--- src/rtl/pt_sweep_if.sv ---
// pt_sweep_if
// Groups the sweep engine's control, stimulus and result signals.
//   start      : request a sweep (engine samples it only while idle)
//   mode       : pattern select, latched together with start
//   dut_q      : response of the logic under test
//   stim       : stimulus vector driven into the logic under test
//   busy       : sweep in progress
//   done       : one-cycle pulse when a sweep finishes
//   err_cnt    : saturating mismatch count of the last sweep
//   fail       : at least one mismatch in the last sweep
//   first_fail : step number of the first mismatch (all ones if none)
// The master side drives start/mode/dut_q; the slave (engine) drives the rest.
interface pt_sweep_if #(
  parameter int WIDTH = 96,
  parameter int ERRW  = 8,
  parameter int IDXW  = $clog2(WIDTH + 1)
);
  logic             start;
  logic [1:0]       mode;
  logic             dut_q;
  logic [WIDTH-1:0] stim;
  logic             busy;
  logic             done;
  logic [ERRW-1:0]  err_cnt;
  logic             fail;
  logic [IDXW-1:0]  first_fail;

  modport master (
    output start, mode, dut_q,
    input  stim, busy, done, err_cnt, fail, first_fail
  );

  modport slave (
    input  start, mode, dut_q,
    output stim, busy, done, err_cnt, fail, first_fail
  );
endinterface

--- src/rtl/pt_sweep_engine.sv ---
// pt_sweep_engine
// Stimulus-and-check engine for wide AND (product-term) logic. A sweep drives
// an all-ones baseline (step 0), then one vector per input bit (steps
// 1..WIDTH), each held DWELL clocks. The response is sampled on the last
// clock of each hold and compared with the expected AND result.
// Ports:
//   clk  : clock, rising edge
//   rst  : asynchronous active-high reset
//   bus  : pt_sweep_if slave modport (start/mode/dut_q in, stim/busy/done/
//          err_cnt/fail/first_fail out), all outputs registered
//
// state | meaning
// ------+--------------------------------------------------------------
// IDLE  | stim all ones, waiting for start; results of last sweep held
// BASE  | step 0, baseline all-ones vector, expected response 1
// SWEEP | steps 1..WIDTH, pattern vector for bit index bit_q
// DONE  | single cycle, done pulse, stim back to all ones
module pt_sweep_engine #(
  parameter int WIDTH = 96,
  parameter int DWELL = 4,
  parameter int ERRW  = 8,
  parameter int IDXW  = $clog2(WIDTH + 1)
) (
  input  logic        clk,
  input  logic        rst,
  pt_sweep_if.slave   bus
);

  localparam int DWW = $clog2(DWELL);
  localparam int BW  = $clog2(WIDTH);
  localparam logic [DWW-1:0] LAST_DW  = DWW'(DWELL - 1);
  localparam logic [BW-1:0]  LAST_BIT = BW'(WIDTH - 1);

  typedef enum logic [1:0] {
    IDLE  = 2'd0,
    BASE  = 2'd1,
    SWEEP = 2'd2,
    DONE  = 2'd3
  } state_t;

  state_t           state_q,      state_d;
  logic [DWW-1:0]   dwell_q,      dwell_d;
  logic [BW-1:0]    bit_q,        bit_d;
  logic [1:0]       mode_q,       mode_d;
  logic [WIDTH-1:0] stim_q,       stim_d;
  logic             busy_q,       busy_d;
  logic             done_q,       done_d;
  logic [ERRW-1:0]  err_cnt_q,    err_cnt_d;
  logic             fail_q,       fail_d;
  logic [IDXW-1:0]  first_fail_q, first_fail_d;

  logic             sample;
  logic             exp_bit;
  logic             mismatch;
  logic [IDXW-1:0]  step_num;

  // Pattern for bit index idx. Mode 3 is reserved and falls into the
  // walking-zero default.
  function automatic logic [WIDTH-1:0] make_stim(input logic [1:0] m,
                                                 input logic [BW-1:0] idx);
    logic [WIDTH-1:0] one_hot;
    logic [WIDTH-1:0] vec;
    one_hot = {{(WIDTH-1){1'b0}}, 1'b1} << idx;
    case (m)
      2'd1:    vec = one_hot;
      2'd2:    vec = idx[0] ? '0 : '1;
      default: vec = ~one_hot;
    endcase
    return vec;
  endfunction

  // Expected response and step number for the vector currently on stim.
  always_comb begin
    exp_bit  = 1'b1;
    step_num = '0;
    if (state_q == SWEEP) begin
      step_num = IDXW'(bit_q) + IDXW'(1);
      exp_bit  = (mode_q == 2'd2) ? ~bit_q[0] : 1'b0;
    end
  end

  assign sample   = (dwell_q == LAST_DW);
  assign mismatch = (bus.dut_q != exp_bit);

  always_comb begin
    state_d      = state_q;
    dwell_d      = dwell_q;
    bit_d        = bit_q;
    mode_d       = mode_q;
    stim_d       = stim_q;
    busy_d       = busy_q;
    done_d       = 1'b0;
    err_cnt_d    = err_cnt_q;
    fail_d       = fail_q;
    first_fail_d = first_fail_q;

    case (state_q)
      IDLE: begin
        stim_d = '1;
        busy_d = 1'b0;
        if (bus.start) begin
          state_d      = BASE;
          mode_d       = bus.mode;
          err_cnt_d    = '0;
          fail_d       = 1'b0;
          first_fail_d = '1;
          dwell_d      = '0;
          bit_d        = '0;
          busy_d       = 1'b1;
        end
      end

      BASE, SWEEP: begin
        dwell_d = sample ? '0 : dwell_q + DWW'(1);
        if (sample) begin
          if (mismatch) begin
            if (err_cnt_q != '1) err_cnt_d = err_cnt_q + ERRW'(1);
            fail_d = 1'b1;
            if (!fail_q) first_fail_d = step_num;
          end
          // The next vector goes out on the same edge that samples this one.
          if (state_q == BASE) begin
            state_d = SWEEP;
            bit_d   = '0;
            stim_d  = make_stim(mode_q, '0);
          end else if (bit_q == LAST_BIT) begin
            state_d = DONE;
            stim_d  = '1;
            done_d  = 1'b1;
          end else begin
            bit_d  = bit_q + BW'(1);
            stim_d = make_stim(mode_q, bit_q + BW'(1));
          end
        end
      end

      DONE: begin
        state_d = IDLE;
        busy_d  = 1'b0;
        stim_d  = '1;
      end

      default: begin
        state_d = IDLE;
        busy_d  = 1'b0;
        stim_d  = '1;
      end
    endcase
  end

  always_ff @(posedge clk or posedge rst) begin
    if (rst) begin
      state_q      <= IDLE;
      dwell_q      <= '0;
      bit_q        <= '0;
      mode_q       <= 2'd0;
      stim_q       <= '1;
      busy_q       <= 1'b0;
      done_q       <= 1'b0;
      err_cnt_q    <= '0;
      fail_q       <= 1'b0;
      first_fail_q <= '1;
    end else begin
      state_q      <= state_d;
      dwell_q      <= dwell_d;
      bit_q        <= bit_d;
      mode_q       <= mode_d;
      stim_q       <= stim_d;
      busy_q       <= busy_d;
      done_q       <= done_d;
      err_cnt_q    <= err_cnt_d;
      fail_q       <= fail_d;
      first_fail_q <= first_fail_d;
    end
  end

  assign bus.stim       = stim_q;
  assign bus.busy       = busy_q;
  assign bus.done       = done_q;
  assign bus.err_cnt    = err_cnt_q;
  assign bus.fail       = fail_q;
  assign bus.first_fail = first_fail_q;

endmodule

--- src/flat_wrapper.sv ---
// flat-port wrapper written by rule: the top's interface ports become plain ports
module pt_sweep_engine_flat 
#(
  parameter int WIDTH = 96,
  parameter int DWELL = 4,
  parameter int ERRW  = 8,
  parameter int IDXW  = $clog2(WIDTH + 1)
)
  (clk, rst, bus_start, bus_mode, bus_dut_q, bus_stim, bus_busy, bus_done, bus_err_cnt, bus_fail, bus_first_fail);
  pt_sweep_if #(.WIDTH(WIDTH), .ERRW(ERRW), .IDXW(IDXW)) bus_i ();
  input  logic clk;
  input  logic rst;
  input wire logic [$bits(bus_i.start)-1:0] bus_start;
  input wire logic [$bits(bus_i.mode)-1:0] bus_mode;
  input wire logic [$bits(bus_i.dut_q)-1:0] bus_dut_q;
  output wire logic [$bits(bus_i.stim)-1:0] bus_stim;
  output wire logic [$bits(bus_i.busy)-1:0] bus_busy;
  output wire logic [$bits(bus_i.done)-1:0] bus_done;
  output wire logic [$bits(bus_i.err_cnt)-1:0] bus_err_cnt;
  output wire logic [$bits(bus_i.fail)-1:0] bus_fail;
  output wire logic [$bits(bus_i.first_fail)-1:0] bus_first_fail;
  assign bus_i.start = bus_start;
  assign bus_i.mode = bus_mode;
  assign bus_i.dut_q = bus_dut_q;
  assign bus_stim = bus_i.stim;
  assign bus_busy = bus_i.busy;
  assign bus_done = bus_i.done;
  assign bus_err_cnt = bus_i.err_cnt;
  assign bus_fail = bus_i.fail;
  assign bus_first_fail = bus_i.first_fail;
  pt_sweep_engine #(.WIDTH(WIDTH), .DWELL(DWELL), .ERRW(ERRW), .IDXW(IDXW)) u_core (.clk(clk), .rst(rst), .bus(bus_i));
endmodule
--- config.mk ---
export PLATFORM = sky130hd
export DESIGN_NAME = pt_sweep_engine_flat
export DESIGN_NICKNAME = d
export VERILOG_FILES = /design/src/rtl/pt_sweep_if.sv /design/src/rtl/pt_sweep_engine.sv /design/src/flat_wrapper.sv
export SDC_FILE = /design/constraint.sdc
export NUM_CORES = 1
export LEC_CHECK = 0
export BUFFER_PORTS_ARGS = -buffer_cell sky130_fd_sc_hd__buf_2
export CAP_MARGIN = 20
export CORE_MARGIN = 2
export CORE_UTILIZATION = 56
export DETAILED_ROUTE_END_ITERATION = 6
export PLACE_DENSITY = 0.78
export SLEW_MARGIN = 20
export SYNTH_ARGS = -nofsm -noshare
export SYNTH_HDL_FRONTEND = slang
export SYNTH_SLANG_ARGS = --single-unit
--- constraint.sdc ---
create_clock -name clk -period 6.46 [get_ports clk]
set_clock_uncertainty 0.15 [all_clocks]
set_input_delay 1.292 -clock clk [delete_from_list [all_inputs] [get_ports clk]]
set_output_delay 1.292 -clock clk [all_outputs]
set_load 0.005 [all_outputs]
==> impl_metrics.toml, run 1 <==
[outcome]
outcome = "finished with violations"
violations = "design-rule violations"

[synth]
yosysWarnings = 0
synth_top_flop_cell = "dfstp_2"
ys_ff_latch = 127
synth-edff-count = 0
syn_area_um2 = 7540
syn_nets = 791
synth-seq-area-share = 0.439
postSynthAreaPerCell_um2 = 9.78
yosysUniqueCellTypes = 73
syn_inst = 771
async_reset_ff_frac = 1.00

[detailed_routing]
drc = 4
wirelength_um = 23200
wire_per_inst_um = 22.7
drtAntennaViolNets = 0
drt_first_pass_iters = 7
vias = 7276
viasPerCell = 7.11
first_iter_violations = 918

[placement]
portBuffers = 119
dpl.hpwl_um = 15000
placed_area_um2 = 8020
place.gp.congestion = 0.948
dpl.cell_count = 994

[sta]
max_freq_mhz = 274
finalCritPeriodShare = 0.565
timing.slew.headroom = 0.247
setup_viol = 0
tightest_slew_ns = 1.13
drv_slew = 0
hold_viol_final = 0
rsz0062_at_grt = "false"
min_period_ns = 3.65
tns_ns = 0
worst_hold_slack_ns = 0.350

[setup_path]
slowest_stage = "ha_1"
path_cells = "ha_1, nand3_1, or4_4, nand2_4, nor2_1, a311oi_1"
reg2reg_from = "u_core.bit_q[0]"
critPathLaunchType = "register"
crit_path_end_kind = "register"
critPathArrivalTime_ns = 3.82
critPathLaunch = "u_core.bit_q[0]"
rrSetupSlack_ns = 2.81
worst_r2r_path_depth = 6
crit_type = "register to register"
worstPathRequired_ns = 6.63
path_max_fanout = 55
r2r_end = "u_core.bus.stim[50]"
critPathMaxStageDelay_ns = 0.70

[global_routing]
gr-total-overflow = 0
track_usage = 0.322
grt_pass1_vias = 6710
antenna_found_initial = 0
grt_pass1_wl_um = 36100
grt_max_degree = 99

[min_path]
min_path_type = "register to register"
min_from = "u_core.dwell_q[1]"
hold_depth = 1
holdPathEnd = "u_core.dwell_q[1]"

[finish]
mostFrequentLayoutCells = "buf_2 (119), dfstp_2 (103), nor3_1 (50), nor2_1 (47), o21ai_0 (43)"
synthToLayoutAreaGrowth_pct = 14.8
nNetsFinal = 857
diodes = 0
fin_cells = 1024
mostFrequentLayoutCell = "buf_2"
drive_gt1_frac = 0.373
post-route-cell-area_um2 = 8660

[clock_tree]
cts.sinks = 127
ctsHoldBuffers = 0
cts_tree = "yes"
cts_setup_buffers = 0
clk_latency_ns = 0.43
path_clk_slew_ns = 0.06
cts_max_level = 4
cts_root_buffer = "clkbuf_16"
cts_resized = 0
clk_path_buf_depth = 2
cts_made_buffers = 17

[job]
cap_violations = 0

[power]
p_total_w = 0.00417
p_leak_nw = 3.19
power_density_nw_per_um2 = 481
vdd_drop_max_mv = 0.302

[die]
start_util = 0.572
io_pins = 120
die-area_um2 = 14400
die_h_um = 120
die_w_um = 120
rows = 42
core_um2 = 13200
## per-stage QoR
stage	util	setup slack, ns
2_1_floorplan	-	1.80
3_3_place_gp	0.607	2.87
3_5_place_dp	0.608	2.89
4_1_cts	0.656	2.88
5_1_grt	0.656	2.62
6_report	0.656	2.81
## layout make-up
class,count,area (um2)
fillers,1045,4530
multi-input cells,550,3780
flip-flops and latches,127,3310
repair buffers,128,663
clock buffers,26,541
well taps,176,220
clock inverters,4,95.1
inverters,13,51.3
## logic make-up after synthesis
| kind of cell | count (synthesis) | synth area share |
|---|---|---|
| compound gates | 265 | 0.272 |
| simple gates | 247 | 0.173 |
| flops | 127 | 0.439 |
| buf+inv | 94 | 0.0606 |
| mux | 17 | 0.0247 |
| fa+ha+maj | 14 | 0.0232 |
| xor+xnor | 7 | 0.00813 |
## sequential cells by signal (all words and copies together), names as in the netlist
signal,flops
u_core.bus.stim,96
u_core.bus.fail,1
u_core.mode_q,2
u_core.bus.first_fail,7
u_core.bus.done,1
u_core.state_q,2
u_core.bit_q,7
u_core.bus.busy,1
u_core.dwell_q,2
u_core.bus.err_cnt,8
## synthesized netlist by cell type, types with 11 or more instances
library cell / instances / share of area
a41oi_1: 11 / 0.013
o31ai_1: 14 / 0.014
inv_1: 12 / 0.0060
nor3_1: 50 / 0.033
ha_1: 14 / 0.023
a31oi_1: 36 / 0.030
nor4_1: 18 / 0.015
a21oi_1: 15 / 0.010
dfrtp_1: 24 / 0.080
clkbuf_1: 40 / 0.020
nand2_1: 38 / 0.019
mux2_2: 12 / 0.018
a211oi_1: 12 / 0.012
o221a_2: 16 / 0.024
buf_2: 25 / 0.017
nor2_1: 47 / 0.023
o32ai_1: 36 / 0.042
o21ai_0: 43 / 0.029
and2_1: 11 / 0.0091
nand3_1: 24 / 0.016
dfstp_2: 103 / 0.36
nand2b_1: 13 / 0.011
## worst max-delay path, delay by kind of cell (launching register included)
kind | cells | cell delay, ns
simple gates | 4 | 1.66
flops | 1 | 0.65
fa+ha+maj | 1 | 0.70
compound gates | 1 | 0.37
## power by group
group	internal (W)	switching, W
Combinational	0.000679	0.00112
Sequential	0.00118	0.000158
Clock	0.000687	0.000342
Total	0.00254	0.00162
## worst max path at each step
stage	to	slack, ns	cells past startpoint
floorplan	u_core.bit_q[0]	1.80	1
global placement	u_core.bus.stim[79]	2.87	6
detailed placement	u_core.bus.stim[77]	2.89	6
CTS	u_core.bus.stim[50]	2.88	6
global route	u_core.bus.stim[50]	2.62	6
finish	u_core.bus.stim[50]	2.81	6
## metal layers
layer | routed length [um] | part of all wire | up-vias | global-route usage
li1 | - | - | 3126 | -
met1 | 9250 | 0.40 | 3540 | 0.439
met2 | 10900 | 0.47 | 539 | 0.502
met3 | 2480 | 0.11 | 71 | 0.0670
met4 | 609 | 0.026 | 0 | 0.135
met5 | 0 | 0 | - | 0
Note: power is estimated with default switching activity, not from simulation.
==> run 2, diff against run 1 <==
- clock period: 6.46 -> 3.6 ns (I/O delays scaled with it)
==> run 2 against run 1 <==
  * Total power up 79%
  * Cell count rose by 2.3%
  * Largest power group unchanged
  * Global-route usage increased by 0.26 points
  * Highest routed layer unchanged
  * Critical path depth increased by 1
  * Sequential share of layout area fell by 0.73 points
  * The flow now finishes without violations
==> impl_metrics.toml, run 2 (synthesis results as in run 1) <==
[die]
die_h_um = 120
io_pins = 120
die-area_um2 = 14400
rows = 42
core_um2 = 13200
start_util = 0.572
die_w_um = 120

[placement]
dpl.hpwl_um = 15900
dp_slack_ns = 0.559
portBuffers = 119
place.gp.congestion = 0.987
dpl.cell_count = 1017

[global_routing]
grt_pass1_vias = 7014
antenna_found_initial = 0
track_usage = 0.325
gr-total-overflow = 0
grt_pass1_wl_um = 36700
grt_max_degree = 98

[power]
power_density_nw_per_um2 = 846
p_leak_nw = 3.28
vdd_drop_max_mv = 0.544

[finish]
fin_cells = 1048
nNetsFinal = 880
mostFrequentLayoutCell = "buf_2"
diodes = 0
nFillCells = 1034
mostFrequentLayoutCells = "buf_2 (119), dfstp_2 (103), nor3_1 (50), nor2_1 (47), o21ai_0 (43)"
drive_gt1_frac = 0.389
synthToLayoutAreaGrowth_pct = 17.1
largest_register_ffs = 96

[sta]
tns_ns = 0
timing.slew.headroom = 0.351
timing.final.ws_setup_ns = 0.498
max_freq_mhz = 322
drv_slew = 0
finalCritPeriodShare = 0.862
hold_viol_final = 0
setup_viol = 0
rsz0062_at_grt = "false"
tightest_slew_ns = 0.973
min_period_ns = 3.10

[setup_path]
critPathLaunchType = "register"
critPathArrivalTime_ns = 3.28
worstPathRequired_ns = 3.78
crit_path_end_kind = "register"
worst_r2r_path_depth = 7
path_max_fanout = 24
crit_type = "register to register"

[detailed_routing]
wirelength_um = 23100
vias = 7290
drtAntennaViolNets = 0
wire_per_inst_um = 22.1
first_iter_violations = 1040
drc = 0
viasPerCell = 6.96
drt_first_pass_iters = 6

[clock_tree]
cts_root_buffer = "clkbuf_16"
cts_resized = 0
path_clk_slew_ns = 0.06
clk_latency_ns = 0.43
ctsHoldBuffers = 0
cts_tree = "yes"
cts_made_buffers = 17
cts_max_level = 4
cts.sinks = 127
clk_path_buf_depth = 2
cts_setup_buffers = 0

[min_path]
min_path_type = "register to register"
hold_depth = 1

[job]
cap_violations = 0

[outcome]
outcome = "finished, final reports clean"
## run 2: changes by cell type in the layout (fill, tap and decap cells not counted)
cell	before	now
and2_2	1	0
buf_12	0	2
clkinvlp_4	0	4
clkbuf_8	6	3
clkbuf_16	18	17
buf_4	9	30
and2_1	10	11
clkinv_4	0	1
## run 2: layout make-up
type	count	area (um2)	area share
Clock buffer	22	474	0.0537
Clock inverter	9	133	0.0150
Inverter	13	52.6	0.00595
Multi-Input combinational cell	550	3780	0.428
Sequential cell	127	3310	0.375
Tap cell	176	220	0.0250
Timing Repair Buffer	151	861	0.0975
## run 2: layer usage
layer | global-route usage | wire, um | up-vias
met2 | 0.497 | 10600 | 479
met4 | 0.156 | 831 | 0
met5 | 0 | 0 | -
met3 | 0.0798 | 2330 | 83
li1 | - | - | 3192
met1 | 0.434 | 9390 | 3536
## run 2: worst paths after layout
| kind | from | endpoint | slack, ns |
|---|---|---|---|
| max | u_core.bit_q[0] | u_core.bus.stim[18] | 0.50 |
| min | u_core.dwell_q[0] | u_core.dwell_q[0] | 0.36 |
| max reg2reg | u_core.bit_q[0] | u_core.bus.stim[18] | 0.50 |
| min reg2reg | u_core.dwell_q[0] | u_core.dwell_q[0] | 0.36 |
| max in group asynchronous | rst | u_core.bus.stim[81] | 2.21 |
| min in group asynchronous | rst | u_core.bus.stim[30] | 0.72 |
## run 2: worst max-delay path, cell delays in order (launching register included)
cell and delay [ns]:
dfrtp_1 0.61, ha_1 0.42, nand3_1 0.22, or4_4 0.65
and2_1 0.27, buf_4 0.24, buf_4 0.18, a221oi_2 0.26
## run 2: power breakdown
group	total (W)	internal, W	switching (W)
combinational	0.00330	0.00128	0.00203
clock	0.00177	0.00114	0.000632
sequential	0.00239	0.00211	0.000280
total	0.00747	0.00453	0.00294
## run 2: per-stage QoR
stage / total power (W) / hold slack [ns] / cell area, um2 / util
finish: 0.00747 / 0.362 / 8830 / 0.669
global placement: 0.00551 / 0.329 / 8220 / 0.623
floorplan: 0.00462 / 0.313 / 7540 / -
CTS: 0.00743 / 0.349 / 8830 / 0.669
global route: 0.00788 / 0.358 / 8830 / 0.669
detailed placement: 0.00564 / 0.338 / 8220 / 0.623
==> run 3, diff against run 2 <==
- HOLD_SLACK_MARGIN: unset -> 0.15
- PLACE_DENSITY: 0.78 -> 0.83
==> run 3 against run 2 <==
  * Routed wire length down 0.31%
  * Die area is the same
  * Worst setup slack improved by 0.021 ns
  * Sequential share of layout area is 0.18 points higher
  * Critical endpoint is now u_core.bus.stim[84]
  * Fmax grew 0.68%
  * Largest cell class unchanged
  * Worst hold slack lost 0.15 ns
  * Global-route usage fell by 0.079 points
  * The run now ends with design-rule violations left
==> impl_metrics.toml, run 3 (synthesis results as in run 1) <==
[outcome]
outcome = "finished with violations"
violations = "design-rule violations"

[detailed_routing]
viasPerCell = 7.01
drc = 4
wire_per_inst_um = 22.2
drtAntennaViolNets = 0
first_iter_violations = 1061
wirelength_um = 23100
vias = 7291
drt_first_pass_iters = 7

[setup_path]
reg2reg_from = "u_core.bit_q[1]"
critPathLaunchType = "register"
crit_path_end_kind = "register"
critPathArrivalTime_ns = 3.28
path_max_fanout = 12
worstPathRequired_ns = 3.80
r2r_end = "u_core.bus.stim[84]"
crit_type = "register to register"
critPathLaunch = "u_core.bit_q[1]"
worst_r2r_path_depth = 7
rrSetupSlack_ns = 0.52

[sta]
timing.final.ws_setup_ns = 0.519
hold_viol_final = 0
tightest_slew_ns = 0.862
max_freq_mhz = 325
timing.slew.headroom = 0.425
tns_ns = 0
worst_hold_slack_ns = 0.215
finalCritPeriodShare = 0.856
rsz0062_at_grt = "false"
setup_viol = 0
min_period_ns = 3.08
drv_slew = 0

[placement]
portBuffers = 119
place.gp.congestion = 0.972
placed_area_um2 = 8160
dpl.hpwl_um = 15300
dp_slack_ns = 0.622

[global_routing]
grt_util_met2 = 0.487
met3_usage = 0.102
antenna_found_initial = 1
track_usage = 0.324
grtUsageMet1 = 0.421
grt_busiest_layer = "met2"
gr-total-overflow = 0
grt_max_degree = 102
grt_pass1_vias = 6919
grt_pass1_wl_um = 36500

[finish]
drive_gt1_frac = 0.383
multi_input_area_um2 = 3780
diodes = 0
nFillCells = 1026
final-seq-area_um2 = 3310
mostFrequentLayoutCell = "buf_2"
synthToLayoutAreaGrowth_pct = 16.5
nNetsFinal = 872
mostFrequentLayoutCells = "buf_2 (119), dfstp_2 (103), nor3_1 (50), nor2_1 (47), o21ai_0 (43)"
post-route-cell-area_um2 = 8780
largest_register_ffs = 96

[clock_tree]
clk_latency_ns = 0.43
ctsHoldBuffers = 0
path_clk_slew_ns = 0.06
clk_path_buf_depth = 2
cts.sinks = 127
cts_made_buffers = 17
cts_tree = "yes"
cts_max_level = 4
cts_setup_buffers = 0
cts_root_buffer = "clkbuf_16"
cts_resized = 0

[power]
vdd_drop_max_mv = 0.431
power_density_nw_per_um2 = 863
p_leak_nw = 3.26

[die]
core_um2 = 13200
io_pins = 120
die_w_um = 120
die-area_um2 = 14400
die_h_um = 120
start_util = 0.572
rows = 42

[min_path]
min_path_type = "input pin to async pin"

[job]
cap_violations = 0
run 3: worst max path at each step:
stage	endpoint	depth (start not counted)	slack [ns]
after global routing	u_core.bus.stim[55]	7	0.37
after CTS	u_core.bus.stim[84]	7	0.61
after global placement	u_core.bus.stim[44]	6	0.77
after detailed placement	u_core.bus.stim[84]	7	0.62
after floorplan	u_core.bit_q[0]	1	1.25
final	u_core.bus.stim[84]	7	0.52
run 3: per-stage QoR:
stage,utilization,total power [W],instances
2_1_floorplan,-,0.00462,771
3_3_place_gp,0.619,0.00557,1009
3_5_place_dp,0.619,0.00566,1009
4_1_cts,0.666,0.00751,1040
5_1_grt,0.666,0.00796,1040
6_report,0.666,0.00758,1040
run 3: worst max-delay path, stage by stage, from the launching register on:
cell,delay (ns)
dfrtp_1,0.50
ha_1,0.35
buf_4,0.21
nand2b_1,0.23
o32a_1,0.49
nor2b_1,0.57
nor2_1,0.26
nor3_1,0.24
run 3: where the power goes:
| group | internal [W] | switching (W) | total [W] | leakage [nW] |
|---|---|---|---|---|
| Sequential | 0.00211 | 0.000272 | 0.00239 | 1.40 |
| Clock | 0.00118 | 0.000636 | 0.00182 | 0.309 |
| Combinational | 0.00129 | 0.00209 | 0.00337 | 1.55 |
run 3: cell type report:
type / instances / area share
sequential: 127 / 0.376
multi-input combinational: 550 / 0.430
clock inverter: 8 / 0.0142
timing repair buffer: 143 / 0.0912
inverter: 13 / 0.00598
tap: 176 / 0.0251
clock buffer: 23 / 0.0568
run 3: routing by layer:
layer / vias to the layer above / part of all wire
met5: - / 0
li1: 3157 / -
met3: 107 / 0.11
met1: 3543 / 0.39
met2: 484 / 0.46
met4: 0 / 0.041
